<file path="src/rtl/clock_set_ctrl.sv">
// Mode/timing controller for the 24-hour clock counter chain: 1 Hz enable, button-driven time
// setting (NORMAL -> SET_HOUR -> SET_MIN) and digit blinking. Optional: CLOCK_SET_AUTOREP_EN.
module clock_set_ctrl #(
    parameter int unsigned PRESCALE    = 50000000,
    parameter int unsigned BLINK_DIV   = 12500000,
    parameter int unsigned REPEAT_DLY  = 25000000,
    parameter int unsigned REPEAT_RATE = 5000000
) (
    input  logic       clk,
    input  logic       rst,
    input  logic       btn_mode,
    input  logic       btn_set,
    output logic       sec_en,
    output logic       min_inc,
    output logic       hour_inc,
    output logic       sec_clr,
    output logic [1:0] mode,
    output logic       blank_hour,
    output logic       blank_min
);

    localparam int unsigned PW = $clog2(PRESCALE);
    localparam int unsigned BW = $clog2(BLINK_DIV);

    typedef enum logic [1:0] {
        StNormal  = 2'b00,
        StSetHour = 2'b01,
        StSetMin  = 2'b10,
        StInvalid = 2'b11
    } mode_e;

    mode_e          mode_q, mode_d;
    logic [PW-1:0]  presc_q, presc_d;
    logic [BW-1:0]  blink_cnt_q, blink_cnt_d;
    logic           phase_q, phase_d;
    logic           btn_mode_q, btn_set_q;
    logic           sec_en_q, sec_en_d;
    logic           min_inc_q, min_inc_d;
    logic           hour_inc_q, hour_inc_d;
    logic           sec_clr_q, sec_clr_d;
    logic           blank_hour_q, blank_hour_d;
    logic           blank_min_q, blank_min_d;
    logic           mode_press, set_press, stay_set;

`ifdef CLOCK_SET_AUTOREP_EN
    localparam int unsigned RMAX = (REPEAT_DLY > REPEAT_RATE) ? REPEAT_DLY : REPEAT_RATE;
    localparam int unsigned RW   = $clog2(RMAX + 1);

    logic [RW-1:0]  rep_cnt_q, rep_cnt_d;
    logic           rep_run_q, rep_run_d;
    logic           rep_act_q, rep_act_d;
    logic           rep_fire;
`endif

    always_ff @(posedge clk) begin
        if (!rst) begin
            mode_q       <= StNormal;
            presc_q      <= '0;
            blink_cnt_q  <= '0;
            phase_q      <= 1'b0;
            // Held-through-reset buttons must be released before they count as a press.
            btn_mode_q   <= 1'b1;
            btn_set_q    <= 1'b1;
            sec_en_q     <= 1'b0;
            min_inc_q    <= 1'b0;
            hour_inc_q   <= 1'b0;
            sec_clr_q    <= 1'b0;
            blank_hour_q <= 1'b0;
            blank_min_q  <= 1'b0;
`ifdef CLOCK_SET_AUTOREP_EN
            rep_cnt_q    <= '0;
            rep_run_q    <= 1'b0;
            rep_act_q    <= 1'b0;
`endif
        end else begin
            mode_q       <= mode_d;
            presc_q      <= presc_d;
            blink_cnt_q  <= blink_cnt_d;
            phase_q      <= phase_d;
            btn_mode_q   <= btn_mode;
            btn_set_q    <= btn_set;
            sec_en_q     <= sec_en_d;
            min_inc_q    <= min_inc_d;
            hour_inc_q   <= hour_inc_d;
            sec_clr_q    <= sec_clr_d;
            blank_hour_q <= blank_hour_d;
            blank_min_q  <= blank_min_d;
`ifdef CLOCK_SET_AUTOREP_EN
            rep_cnt_q    <= rep_cnt_d;
            rep_run_q    <= rep_run_d;
            rep_act_q    <= rep_act_d;
`endif
        end
    end

    always_comb begin
        mode_press  = btn_mode & ~btn_mode_q;
        set_press   = btn_set & ~btn_set_q;
        mode_d      = mode_q;
        presc_d     = '0;
        sec_en_d    = 1'b0;
        min_inc_d   = 1'b0;
        hour_inc_d  = 1'b0;
        sec_clr_d   = 1'b0;
        blink_cnt_d = '0;
        phase_d     = 1'b0;
        stay_set    = 1'b0;

        case (mode_q)
            StNormal: begin
                if (mode_press) begin
                    mode_d = StSetHour;
                end else begin
                    sec_en_d = (presc_q == PW'(PRESCALE - 1));
                    presc_d  = sec_en_d ? '0 : presc_q + PW'(1);
                end
            end
            StSetHour: begin
                if (mode_press) mode_d = StSetMin;
                else begin
                    stay_set   = 1'b1;
                    hour_inc_d = set_press;
                end
            end
            StSetMin: begin
                if (mode_press) begin
                    mode_d    = StNormal;
                    sec_clr_d = 1'b1;
                end else begin
                    stay_set  = 1'b1;
                    min_inc_d = set_press;
                end
            end
            default: mode_d = StNormal;
        endcase

        // Entering a set mode (or leaving one) restarts the blink with digits visible.
        if (stay_set) begin
            if (blink_cnt_q == BW'(BLINK_DIV - 1)) begin
                phase_d = ~phase_q;
            end else begin
                blink_cnt_d = blink_cnt_q + BW'(1);
                phase_d     = phase_q;
            end
        end

`ifdef CLOCK_SET_AUTOREP_EN
        rep_cnt_d = '0;
        rep_run_d = 1'b0;
        rep_act_d = 1'b0;
        rep_fire  = 1'b0;
        if (stay_set && set_press) begin
            rep_run_d = 1'b1;
            rep_cnt_d = RW'(1);
        end else if (stay_set && rep_run_q && btn_set) begin
            rep_run_d = 1'b1;
            rep_fire  = rep_act_q ? (rep_cnt_q == RW'(REPEAT_RATE - 1))
                                  : (rep_cnt_q == RW'(REPEAT_DLY - 1));
            rep_act_d = rep_act_q | rep_fire;
            rep_cnt_d = rep_fire ? '0 : rep_cnt_q + RW'(1);
        end
        if (rep_fire) begin
            hour_inc_d = (mode_q == StSetHour);
            min_inc_d  = (mode_q == StSetMin);
        end
        // Keep the digits visible while the value is auto-stepping.
        if (rep_act_d) begin
            blink_cnt_d = '0;
            phase_d     = 1'b0;
        end
`endif

        blank_hour_d = (mode_d == StSetHour) & phase_d;
        blank_min_d  = (mode_d == StSetMin) & phase_d;
    end

    assign sec_en     = sec_en_q;
    assign min_inc    = min_inc_q;
    assign hour_inc   = hour_inc_q;
    assign sec_clr    = sec_clr_q;
    assign mode       = mode_q;
    assign blank_hour = blank_hour_q;
    assign blank_min  = blank_min_q;

endmodule

</file>
<file path="config.mk">
export PLATFORM = sky130hd
export DESIGN_NAME = clock_set_ctrl
export DESIGN_NICKNAME = d
export VERILOG_FILES = /design/src/rtl/clock_set_ctrl.sv
export SDC_FILE = /design/constraint.sdc
export NUM_CORES = 1
export LEC_CHECK = 0
export BUFFER_PORTS_ARGS = -buffer_cell sky130_fd_sc_hd__buf_4
export CAP_MARGIN = 20
export CORE_ASPECT_RATIO = 0.8
export CORE_MARGIN = 2
export CORE_UTILIZATION = 60
export CTS_CLUSTER_DIAMETER = 40
export DETAILED_ROUTE_END_ITERATION = 10
export MAX_ROUTING_LAYER = met4
export PLACE_DENSITY = 0.78
export SLEW_MARGIN = 0
export SYNTH_ARGS = -nofsm -noshare
export SYNTH_HDL_FRONTEND = slang
export SYNTH_SLANG_ARGS = --single-unit
</file>
<file path="constraint.sdc">
create_clock -name clk -period 3.4 [get_ports clk]
set_clock_uncertainty 0.05 [all_clocks]
set_input_delay 0.34 -clock clk [delete_from_list [all_inputs] [get_ports clk]]
set_output_delay 0.34 -clock clk [all_outputs]
set_load 0.02 [all_outputs]
</file>
==> impl_summary.txt, run 1 <==
----------------------------------------------------
[Status]
  Result of the run ... complete, no violations

[Cells and area]
  Multi-input logic area ... roughly 1500 sq um
  N_diodes ... 0
  Number of flip-flops in the largest register ... 26
  Fraction of layout cells with a size suffix above 1 ... between 10% and 20%
  Net total in the final layout ... 336
  Top library cells by usage in the layout, fill and taps aside ... sky130_fd_sc_hd__dfxtp_1 (61), sky130_fd_sc_hd__nor2_1 (32), sky130_fd_sc_hd__a21oi_1 (24), sky130_fd_sc_hd__xor2_1 (20), sky130_fd_sc_hd__nand2_1 (17)
  Reg area ... between 1000 and 1500 sq um
  Leading cell type in the layout, fill and taps excluded ... sky130_fd_sc_hd__dfxtp_1
  Area growth from synthesis to layout ... 11.3%
  Number of fill cells in the layout ... between 300 and 400
  Register with the most flip-flops ... presc_q

[Critical path]
  Type of the worst setup path ... reg2reg
  Crit path from ... presc_q[2]
  Crit path capture type ... register
  Critical path startpoint category ... register
  CP peak stage delay ... 0.84 ns
  Reg-to-reg setup timing slack ... around 1.1 ns
  List of cells traversed by the critical path ... and4_1 -> nand4_1 -> o21bai_2 -> nor2_1
  Arr. time, crit path ... between 2 and 2.5 ns
  Crit-path slowest cell ... sky130_fd_sc_hd__o21bai_2
  Worst path required time ... around 3.5 ns
  Maximum fanout encountered on the critical timing path ... 25
  Capturing instance or port of the critical path ... presc_q[3]
  Source of the worst register-to-register timing path ... presc_q[2]
  Depth of the worst register-to-register path ... 4
  Terminus of the critical flop-to-flop path ... presc_q[3]

[Global route]
  First-pass GRT wire length ... 9.19 mm
  Largest net degree at the start of global routing ... 26
  Initial antenna violation count ... 0
  Overflow after GRT ... 0
  Via count of the first global-routing pass ... roughly 2,100
  GRT Util Overall ... roughly a quarter

[Job]
  Number of violations of the max-capacitance limit ... 0

[Clock tree]
  Setup fix buffers added after clock tree synthesis ... 0
  Post-CTS clock slew at the launch and capture registers of the worst setup and hold paths ... about 0.07 ns
  Count of hold-fix buffers inserted at cts ... 0
  Clock tree from TritonCTS ... yes
  CTS Buffer Depth ... 2
  Number of clock sinks seen by CTS ... 61
  Latest clock arrival within the worst-skew pair ... about 0.34 ns
  Resize count post-CTS ... 0
  Total clock buffers created by CTS ... 9
  Cell at the root of the clock tree ... sky130_fd_sc_hd__clkbuf_8
  Maximum level of the CTS H-tree ... 3

[Floorplanning]
  Width of the die ... between 80 and 90 um
  I/O pin count ... 12
  Total die area ... 5270 sq um
  Placeable core region ... about 4600 sq um
  Initial standard-cell utilization of the core ... 61.8%
  Number of standard-cell rows in the floorplan ... 22
  DIE HEIGHT ... 65.4 um

[Drt]
  Sum of routed wire length over all layers ... approximately 5.4 mm
  Number of violations reported at the end of detailed-routing iteration 0 ... around 140
  Vias per std cell ... 5.85
  Number of nets with antenna violations after routing ... 0
  Count of vias placed by the detailed router ... between 2,000 and 2,500
  Average wire per cell in the routed design ... approximately 14 um
  Number of iterations in the first detailed-routing pass ... 4
  Number of remaining DRC errors ... 0

[Timing]
  Slew @ Worst Pin ... about 1.0 ns
  Final Max Slew Viols ... 0
  Fmax achieved ... between 0.4 and 0.5 GHz
  Post-layout min period ... ~2.3 ns
  Relative slew slack ... between 30% and 40%
  Summed negative setup slack over all endpoints ... 0 ns
  Share of the clock period used by the worst path ... around two thirds
  Unrepaired setup endpoints after global routing ... no
  Number of setup violations in the final report ... 0
  Hold violation count in the final report ... 0
  Worst hold slack across all endpoints ... 0.136 ns

[Place]
  HPWL reported at the end of detailed placement ... between 3 and 4 mm
  Gpl congestion ... approximately 0.80
  Port Buffer Count ... 11

[Logic synthesis]
  Netlist area before placement ... 2820 sq um
  Sequential cell area fraction in the yosys report ... a little over two fifths
  Largest area contributor in the netlist ... sky130_fd_sc_hd__dfxtp_1
  Yosys warnings ... 0
  Synthesized instance count ... 316
  #FFs+latches synth ... between 60 and 70
  Average cell area after synthesis ... slightly below 9 sq um
  Post-synthesis net count ... approximately 330
  Biggest area contributors in the synthesized netlist ... sky130_fd_sc_hd__dfxtp_1 (43%), sky130_fd_sc_hd__xor2_1 (6.2%), sky130_fd_sc_hd__a21oi_1 (4.3%)
  Count of distinct cell types in the synthesized netlist ... around 40
  Proportion of netlist area held by the largest area contributor ... a little over two fifths

[Power]
  Total power density per cell area ... slightly below 500 nW/um^2
  VDD IR max ... between 0.4 and 0.5 mV
  Static Leakage ... around 0.0011 uW

[Worst hold path]
  Class of the tightest hold or removal check ... in2reg

----------------------------------------------------
how the worst min path moves through the flow:
stage / startpoint / end / slack (ns) / cells past startpoint
2_1_floorplan: presc_q[0] / presc_q[0] / 0.36 / 1
3_3_place_gp: presc_q[0] / presc_q[0] / 0.37 / 1
4_1_cts: btn_set / btn_set_q / 0.12 / 2
5_1_grt: btn_set / btn_set_q / 0.12 / 2
6_report: btn_set / btn_set_q / 0.14 / 2
3_5_place_dp: presc_q[0] / presc_q[0] / 0.38 / 1
area by class of cell:
class                   instances  share of cell area (%)
clock buffers                  13                    5.06
multi-input cells             232                    47.5
inverters                       8                   0.955
flip-flops and latches         61                    38.9
well taps                      60                    2.39
repair buffers                 13                    3.11
clock inverters                 3                    2.15
power breakdown:
| part | total (uW) | leakage [uW] | internal (uW) | switching [uW] |
|---|---|---|---|---|
| combinational | 53.9 | 0.000492 | 18.7 | 35.2 |
| sequential | 726 | 0.000492 | 721 | 4.75 |
| clock | 735 | 0.000110 | 454 | 281 |
| total | 1510 | 0.00109 | 1190 | 321 |
per-layer routing:
metal  track usage [%]  vias to the layer above  wire length [um]
met5                 -                        -                 0
met4              8.26                        0                32
met3              7.42                        5               249
met2              34.3                       46              2440
met1              30.2                     1066              2690
li1                  -                     1163                 -
stage by stage:
stage / worst slack (ns) / utilization [%] / power, uW / area (sq um) / cells
detailed placement: 1.16 / 63.8 / 795 / 2920 / 374
finish: 1.13 / 68.8 / 1510 / 3140 / 390
global route: 0.910 / 68.8 / 1570 / 3140 / 390
global placement: 1.23 / 63.8 / 794 / 2920 / 374
floorplan: 1.49 / - / 780 / 2820 / 316
CTS: 1.12 / 68.8 / 1530 / 3140 / 390
cell families (layout without fill, tap and decap cells):
family                     count (synthesis)  after routing  synth area share (%)
adders and majority gates                  7              7                  3.10
buffers and inverters                     23             37                  3.86
xor gates and xnor gates                  24             24                  7.45
DFF                                       61             61                  43.3
and+or+nand+nor                          147            147                  30.6
AOI/OAI and AO/OA                         54             54                  11.7
cells in the mapped netlist:
library cell and number:
sky130_fd_sc_hd__a211o_1 1, sky130_fd_sc_hd__or2_2 1, sky130_fd_sc_hd__nor4b_1 1, sky130_fd_sc_hd__o21bai_1 2, sky130_fd_sc_hd__buf_6 1, sky130_fd_sc_hd__a2111oi_2 2
sky130_fd_sc_hd__nand4_4 2, sky130_fd_sc_hd__nor4bb_1 1, sky130_fd_sc_hd__and2_2 1, sky130_fd_sc_hd__and4_1 7, sky130_fd_sc_hd__and3_2 1, sky130_fd_sc_hd__or3_1 13
sky130_fd_sc_hd__ha_1 7, sky130_fd_sc_hd__o21ai_0 14, sky130_fd_sc_hd__buf_2 8, sky130_fd_sc_hd__a21oi_1 24, sky130_fd_sc_hd__nand2_1 17, sky130_fd_sc_hd__and2_1 5
sky130_fd_sc_hd__clkbuf_1 4, sky130_fd_sc_hd__buf_4 1, sky130_fd_sc_hd__inv_1 8, sky130_fd_sc_hd__xnor2_1 4, sky130_fd_sc_hd__nor4_1 2, sky130_fd_sc_hd__nand4_1 15
sky130_fd_sc_hd__dfxtp_1 61, sky130_fd_sc_hd__nand3_1 15, sky130_fd_sc_hd__nand4b_1 2, sky130_fd_sc_hd__or4_1 9, sky130_fd_sc_hd__o31ai_1 9, sky130_fd_sc_hd__and4b_1 2
sky130_fd_sc_hd__and3_1 9, sky130_fd_sc_hd__nand2b_1 5, sky130_fd_sc_hd__nand4_2 1, sky130_fd_sc_hd__o211ai_1 1, sky130_fd_sc_hd__clkbuf_2 1, sky130_fd_sc_hd__nor2b_1 1
sky130_fd_sc_hd__nor2_1 32, sky130_fd_sc_hd__nor3_1 4, sky130_fd_sc_hd__xor2_1 20, sky130_fd_sc_hd__or3_4 1, sky130_fd_sc_hd__o21bai_2 1
critical path: cells and delay by family (launching register included):
family             cells  cell delay, ns
and+or+nand+nor        3            0.82
DFF                    1            0.39
AOI/OAI and AO/OA      1            0.84
No activity file was read; power rests on OpenSTA's default activity.
==> run 2: changes to the inputs <==
CORE_UTILIZATION = 55   (was 60)
PLACE_DENSITY = 0.75   (was 0.78)
clock period = 1.85 ns   (was 3.4 ns; I/O delays follow)
==> run 2 against run 1 <==
Highest routed layer unchanged. Global-route usage shrank 0.69 points. Final cell count grew 8.2%. Clock power grew 88%. Sequential share of layout area shrank 3.0 points. Critical path depth is the same. Largest cell class unchanged. Non-clock buffer count grew 31. First-iteration DRC count grew 59%. Core utilization is essentially flat. Die area grew 8.6%. Combinational power grew 140%. Via count grew 5.3%.
==> impl_summary.txt, run 2 (same netlist as run 1, synthesis figures left out) <==
----------------------------------------------------
[Cells and area]
  Number of flip-flops in the largest register ... 26 (unchanged)
  Number of fill cells in the layout ... 399 (was 372)
  Fraction of layout cells with a size suffix above 1 ... 20.8% (was 11.2%)
  Register with the most flip-flops ... presc_q (unchanged)
  N_diodes ... 0 (unchanged)
  Net total in the final layout ... 367 (was 336)
  Leading cell type in the layout, fill and taps excluded ... sky130_fd_sc_hd__dfxtp_1 (unchanged)
  Area growth from synthesis to layout ... 21.2% (was 11.3%)
  Top library cells by usage in the layout, fill and taps aside ... sky130_fd_sc_hd__dfxtp_1 (56), sky130_fd_sc_hd__buf_4 (41), sky130_fd_sc_hd__nor2_1 (32), sky130_fd_sc_hd__a21oi_1 (22), sky130_fd_sc_hd__xor2_1 (20) (was sky130_fd_sc_hd__dfxtp_1 (61), sky130_fd_sc_hd__nor2_1 (32), sky130_fd_sc_hd__a21oi_1 (24), sky130_fd_sc_hd__xor2_1 (20), sky130_fd_sc_hd__nand2_1 (17))
  Number of cells in the finished layout apart from fillers ... 422 (was 390)

[Clock tree]
  Number of clock sinks seen by CTS ... 61 (unchanged)
  CTS Buffer Depth ... 2 (unchanged)
  Total clock buffers created by CTS ... 9 (unchanged)
  Clock tree from TritonCTS ... yes (unchanged)
  Cell at the root of the clock tree ... sky130_fd_sc_hd__clkbuf_8 (unchanged)
  Post-CTS clock slew at the launch and capture registers of the worst setup and hold paths ... 0.07 ns (about the same)
  Latest clock arrival within the worst-skew pair ... 0.34 ns (about the same)
  Maximum level of the CTS H-tree ... 3 (unchanged)

[Job]
  Number of violations of the max-capacitance limit ... 0 (unchanged)

[Power]
  Total power density per cell area ... 830 nW/um^2 (was 482 nW/um^2)
  Power Internal ... 2260 uW (was 1190 uW)
  Power share of the combinational group ... 4.6% (was 3.6%)
  Sw Pwr ... 580 uW (was 321 uW)
  Sequential fraction of design power ... 46.9% (was 47.9%)
  VDD IR max ... 0.679 mV (was 0.404 mV)
  Clock share of power ... 48.5% (about the same)
  Static Leakage ... 0.00127 uW (was 0.00109 uW)
  Net switching share of the total power ... 20.4% (was 21.2%)

[Critical path]
  Reg-to-reg setup timing slack ... 0.06 ns (was 1.13 ns)
  Depth of the worst register-to-register path ... 4 (unchanged)
  Terminus of the critical flop-to-flop path ... blank_min (was presc_q[3])
  Crit path capture type ... register (unchanged)
  Top delay family on crit path ... simple AND/OR/NAND/NOR gates (was compound AO/OA/AOI/OAI gates)
  List of cells traversed by the critical path ... nor4_1 -> nand4b_1 -> or3_4 -> a2111oi_2 (was and4_1 -> nand4_1 -> o21bai_2 -> nor2_1)
  Buffering stage count on the worst path with inverters included ... 0 (unchanged)
  Crit-path slowest cell ... sky130_fd_sc_hd__nor4_1 (was sky130_fd_sc_hd__o21bai_2)
  Maximum fanout encountered on the critical timing path ... 6 (was 25)
  Source of the worst register-to-register timing path ... blink_cnt_q[16] (was presc_q[2])
  CP peak stage delay ... 0.38 ns (was 0.84 ns)
  Arr. time, crit path ... 1.98 ns (was 2.40 ns)
  Worst path required time ... 2.04 ns (was 3.53 ns)
  Type of the worst setup path ... reg2reg (unchanged)
  Critical path startpoint category ... register (unchanged)

[Drt]
  Number of remaining DRC errors ... 0 (unchanged)
  Count of vias placed by the detailed router ... 2,401 (was 2,280)
  Number of violations reported at the end of detailed-routing iteration 0 ... 216 (was 136)
  Sum of routed wire length over all layers ... 6.05 mm (was 5.41 mm)
  Number of iterations in the first detailed-routing pass ... 4 (unchanged)
  Vias per std cell ... 5.69 (was 5.85)
  Average wire per cell in the routed design ... 14.3 um (was 13.9 um)
  Number of nets with antenna violations after routing ... 0 (unchanged)

[Timing]
  Number of setup violations in the final report ... 0 (unchanged)
  Relative slew slack ... 76.6% (was 33.1%)
  Worst hold slack across all endpoints ... 0.0173 ns (was 0.136 ns)
  Fmax achieved ... 0.557 GHz (was 0.441 GHz)
  Post-route worst setup slack ... 0.0552 ns (was 1.13 ns)
  Hold violation count in the final report ... 0 (unchanged)
  Summed negative setup slack over all endpoints ... 0 ns (unchanged)
  Slew @ Worst Pin ... 0.346 ns (was 1.00 ns)
  Final Max Slew Viols ... 0 (unchanged)
  Post-layout min period ... 1.79 ns (was 2.27 ns)
  Unrepaired setup endpoints after global routing ... yes (was no)
  Share of the clock period used by the worst path ... 97.0% (was 66.7%)

[Worst hold path]
  End point of the worst hold path ... btn_mode_q (was btn_set_q)
  Class of the tightest hold or removal check ... in2reg (unchanged)
  Depth of the worst hold-timing path ... 2 (unchanged)
  Hold Crit Start ... rst (was btn_set)

[Place]
  Total placed cells including tap cells ... 402 (was 374)
  Setup WS pre-CTS ... 0.0331 ns (was 1.16 ns)
  Port Buffer Count ... 11 (unchanged)
  Gpl congestion ... 0.809 (was 0.802)
  HPWL reported at the end of detailed placement ... 4.09 mm (was 3.52 mm)

[Floorplanning]
  Initial standard-cell utilization of the core ... 56.7% (was 61.8%)
  DIE HEIGHT ... 68.1 um (was 65.4 um)
  Total die area ... 5720 sq um (was 5270 sq um)
  Number of standard-cell rows in the floorplan ... 23 (was 22)
  Placeable core region ... 4980 sq um (was 4570 sq um)
  I/O pin count ... 12 (unchanged)
  Width of the die ... 84.1 um (was 80.7 um)

[Status]
  Result of the run ... complete, no violations (unchanged)

[Global route]
  Initial antenna violation count ... 0 (unchanged)
  First-pass GRT wire length ... 9.76 mm (was 9.19 mm)
  Largest net degree at the start of global routing ... 18 (was 26)
  Via count of the first global-routing pass ... 2,136 (was 2,069)
  Overflow after GRT ... 0 (unchanged)
  GRT Util Overall ... 22.6% (was 23.3%)

----------------------------------------------------
[run 2: cell count changes in the layout (fill, tap and decap cells not counted), moves of 2 or more]
cell	before	now
sky130_fd_sc_hd__dfxtp_2	0	5
sky130_fd_sc_hd__a21oi_1	24	22
sky130_fd_sc_hd__clkinv_2	0	2
sky130_fd_sc_hd__dfxtp_1	61	56
sky130_fd_sc_hd__dlygate4sd3_1	0	2
sky130_fd_sc_hd__clkbuf_8	11	9
sky130_fd_sc_hd__and4_1	7	5
sky130_fd_sc_hd__buf_4	13	41
[run 2: cell type report]
| cell class | instances | area (sq um) | area share (%) |
|---|---|---|---|
| clock inverters | 5 | 100 | 2.93 |
| clock buffers | 10 | 128 | 3.73 |
| repair buffers | 44 | 339 | 9.91 |
| inverters | 8 | 30.0 | 0.878 |
| flip-flops and latches | 61 | 1230 | 35.9 |
| well taps | 62 | 77.6 | 2.27 |
| multi-input cells | 232 | 1520 | 44.4 |
[run 2: power by group through the flow]
stage | combinational, uW | sequential [uW] | clock (uW)
5_1_grt | 142 | 1330 | 1460
4_1_cts | 120 | 1330 | 1410
3_5_place_dp | 117 | 1360 | 0
3_3_place_gp | 112 | 1360 | 0
6_report | 130 | 1330 | 1380
2_1_floorplan | 68.0 | 1370 | 0
[run 2: repair_timing]
| action | in CTS | in global routing |
|---|---|---|
| setup endpoints to repair | 0 | 15 |
| hold buffers | 2 | 0 |
| setup buffers | 0 | 3 |
| hold endpoints to repair | 2 | 0 |
| gates resized for setup | 0 | 12 |
[run 2: worst max-delay path by stage]
stage / start / end / slack (ns) / cells after the start
after floorplan: blink_cnt_q[0] / blank_hour / 0.03 / 6
after global placement: blink_cnt_q[1] / blank_hour / 0.08 / 5
after detailed placement: blink_cnt_q[1] / blank_min / 0.03 / 5
after CTS: blink_cnt_q[1] / blink_cnt_q[22] / 0.02 / 6
after global routing: blink_cnt_q[16] / blink_cnt_q[13] / -0.04 / 6
final: blink_cnt_q[16] / blank_min / 0.06 / 4
[run 2: metal layers]
layer  track usage (%)  up-vias  share of wire (%)
met1              27.8     1128                 48
met2              35.0       39                 46
met4              9.48        0                1.7
li1                  -     1224                  -
met5                 -        -                  0
met3              6.88       10                4.0
[run 2: stage by stage]
step	utilization [%]	power, uW	instance area (sq um)
after floorplan	-	1430	2830
after global placement	62.6	1470	3120
after detailed placement	62.6	1480	3120
after global routing	68.7	2940	3420
final	68.7	2840	3420
after CTS	67.6	2860	3360
==> run 3: changes to the inputs <==
SETUP_SLACK_MARGIN = 0.2   (was default)
==> run 3 against run 2 <==
Fmax is 7.9% higher. Critical path depth is 2 higher. Cell area is 9.9% higher. Non-clock buffer count is 11 higher. Worst setup slack better by 0.13 ns. Sequential cell count stayed put. Register-to-register slack better by 0.13 ns. Largest cell class unchanged. Combinational power is 10% higher. Routed wire length is 17% higher. Die area stayed put.
==> impl_summary.txt, run 3 (same netlist as run 1, synthesis figures left out) <==
----------------------------------------------------
[Timing]
  Relative slew slack ... 79.0% (was 76.6%)
  Summed negative setup slack over all endpoints ... 0 ns (unchanged)
  Hold violation count in the final report ... 0 (unchanged)
  Post-layout min period ... 1.66 ns (was 1.79 ns)
  Final Max Slew Viols ... 0 (unchanged)
  Slew @ Worst Pin ... 0.314 ns (was 0.346 ns)
  Number of setup violations in the final report ... 0 (unchanged)
  Unrepaired setup endpoints after global routing ... yes (unchanged)
  Fmax achieved ... 0.601 GHz (was 0.557 GHz)
  Share of the clock period used by the worst path ... 90.0% (was 97.0%)

[Drt]
  Count of vias placed by the detailed router ... 2,626 (was 2,401)
  Vias per std cell ... 6.04 (was 5.69)
  Number of nets with antenna violations after routing ... 0 (unchanged)
  Number of remaining DRC errors ... 0 (unchanged)
  Number of violations reported at the end of detailed-routing iteration 0 ... 249 (was 216)
  Sum of routed wire length over all layers ... 7.10 mm (was 6.05 mm)
  Number of iterations in the first detailed-routing pass ... 4 (unchanged)
  Average wire per cell in the routed design ... 16.3 um (was 14.3 um)

[Critical path]
  Worst path required time ... 2.05 ns (was 2.04 ns)
  CP peak stage delay ... 0.40 ns (was 0.38 ns)
  Crit path from ... mode[1] (was blink_cnt_q[16])
  Terminus of the critical flop-to-flop path ... blank_min (unchanged)
  Crit-path slowest cell ... sky130_fd_sc_hd__dfxtp_4 (was sky130_fd_sc_hd__nor4_1)
  Source of the worst register-to-register timing path ... mode[1] (was blink_cnt_q[16])
  Critical path startpoint category ... register (unchanged)
  Top delay family on crit path ... compound AO/OA/AOI/OAI gates (was simple AND/OR/NAND/NOR gates)
  Buffering stage count on the worst path with inverters included ... 1 (was 0)
  List of cells traversed by the critical path ... inv_2 -> ha_1 -> nor2_1 -> o21bai_1 -> a211o_1 -> a2111oi_4 (was nor4_1 -> nand4b_1 -> or3_4 -> a2111oi_2)
  Reg-to-reg setup timing slack ... 0.19 ns (was 0.06 ns)
  Capturing instance or port of the critical path ... blank_min (unchanged)
  Number of logic stages on the critical path including buffering ... 6 (was 4)
  Maximum fanout encountered on the critical timing path ... 5 (was 6)
  Arr. time, crit path ... 1.87 ns (was 1.98 ns)
  Crit path capture type ... register (unchanged)
  Depth of the worst register-to-register path ... 6 (was 4)
  Type of the worst setup path ... reg2reg (unchanged)

[Clock tree]
  Cell at the root of the clock tree ... sky130_fd_sc_hd__clkbuf_8 (unchanged)
  Total clock buffers created by CTS ... 9 (unchanged)
  CTS Buffer Depth ... 2 (unchanged)
  Post-CTS clock slew at the launch and capture registers of the worst setup and hold paths ... 0.08 ns (was 0.07 ns)
  Latest clock arrival within the worst-skew pair ... 0.36 ns (was 0.34 ns)
  Number of clock sinks seen by CTS ... 61 (unchanged)
  Maximum level of the CTS H-tree ... 3 (unchanged)
  Clock tree from TritonCTS ... yes (unchanged)

[Floorplanning]
  DIE HEIGHT ... 68.1 um (unchanged)
  Total die area ... 5720 sq um (unchanged)
  Number of standard-cell rows in the floorplan ... 23 (unchanged)
  I/O pin count ... 12 (unchanged)
  Placeable core region ... 4980 sq um (unchanged)
  Initial standard-cell utilization of the core ... 56.7% (unchanged)
  Width of the die ... 84.1 um (unchanged)

[Power]
  VDD IR max ... 0.616 mV (was 0.679 mV)
  Total power density per cell area ... 786 nW/um^2 (was 830 nW/um^2)
  Static Leakage ... 0.00135 uW (was 0.00127 uW)

[Global route]
  Via count of the first global-routing pass ... 2,283 (was 2,136)
  Overflow after GRT ... 0 (unchanged)
  First-pass GRT wire length ... 10.6 mm (was 9.76 mm)
  Initial antenna violation count ... 0 (unchanged)
  GRT Util Overall ... 24.4% (was 22.6%)
  Largest net degree at the start of global routing ... 18 (unchanged)

[Cells and area]
  Number of flip-flops in the largest register ... 26 (unchanged)
  Number of cells in the finished layout apart from fillers ... 435 (was 422)
  Leading cell type in the layout, fill and taps excluded ... sky130_fd_sc_hd__buf_4 (was sky130_fd_sc_hd__dfxtp_1)
  Area growth from synthesis to layout ... 33.2% (was 21.2%)
  Top library cells by usage in the layout, fill and taps aside ... sky130_fd_sc_hd__buf_4 (48), sky130_fd_sc_hd__dfxtp_1 (37), sky130_fd_sc_hd__nor2_1 (32), sky130_fd_sc_hd__xor2_1 (20), sky130_fd_sc_hd__a21oi_1 (19) (was sky130_fd_sc_hd__dfxtp_1 (56), sky130_fd_sc_hd__buf_4 (41), sky130_fd_sc_hd__nor2_1 (32), sky130_fd_sc_hd__a21oi_1 (22), sky130_fd_sc_hd__xor2_1 (20))
  N_diodes ... 0 (unchanged)
  Register with the most flip-flops ... presc_q (unchanged)
  Fraction of layout cells with a size suffix above 1 ... 36.5% (was 20.8%)
  Net total in the final layout ... 379 (was 367)

[Place]
  HPWL reported at the end of detailed placement ... 3.85 mm (was 4.09 mm)
  Port Buffer Count ... 11 (unchanged)
  Total placed cells including tap cells ... 395 (was 402)
  Gpl congestion ... 0.860 (was 0.809)

[Worst hold path]
  Hold Crit Start ... rst (unchanged)
  Class of the tightest hold or removal check ... in2reg (unchanged)

[Job]
  Number of violations of the max-capacitance limit ... 0 (unchanged)

[Status]
  Result of the run ... complete, no violations (unchanged)

----------------------------------------------------
[run 3: layer usage]
metal,GRT usage (%),routed length (um)
met2,37.3,3340
met4,7.46,150
met1,30.7,3140
met3,8.69,465
met5,-,0
[run 3: how the worst min path moves through the flow]
stage	endpoint	cells after the start	slack, ns
finish	btn_mode_q	2	0.001
global route	btn_mode_q	2	0.01
CTS	btn_mode_q	2	0.005
detailed placement	btn_set_q	2	0.34
global placement	btn_set_q	2	0.33
floorplan	btn_mode_q	1	0.21
[run 3: area by class of cell]
cell class	instances	area [sq um]
inverter	8	30.0
timing repair buffer	55	430
multi-input combinational	233	1700
sequential	61	1280
clock inverter	6	110
tap	62	77.6
fill	324	1220
clock buffer	10	138
[run 3: power by group]
| group | internal (uW) | switching [uW] | total (uW) |
|---|---|---|---|
| clock | 929 | 562 | 1490 |
| combinational | 61.7 | 81.0 | 143 |
| sequential | 1310 | 11.3 | 1320 |
[run 3: timing repair]
item,in CTS,in global routing
hold buffers,2,0
setup buffers,7,12
cloned,0,3
hold endpoints to repair,2,0
pin swaps,6,25
setup endpoints to repair,15,45
resized for setup,26,52
[run 3: stage by stage]
step | power, uW | setup WS (ns) | area (sq um) | util [%] | hold WS, ns
after detailed placement | 1470 | 0.0719 | 3090 | 62.1 | 0.341
final | 2960 | 0.186 | 3760 | 75.5 | 0.00107
after global routing | 3040 | 0.125 | 3760 | 75.5 | 0.00975
after floorplan | 1440 | 0.180 | 2850 | - | 0.208
after CTS | 2950 | 0.162 | 3480 | 69.9 | 0.00542
after global placement | 1470 | 0.115 | 3090 | 62.1 | 0.332
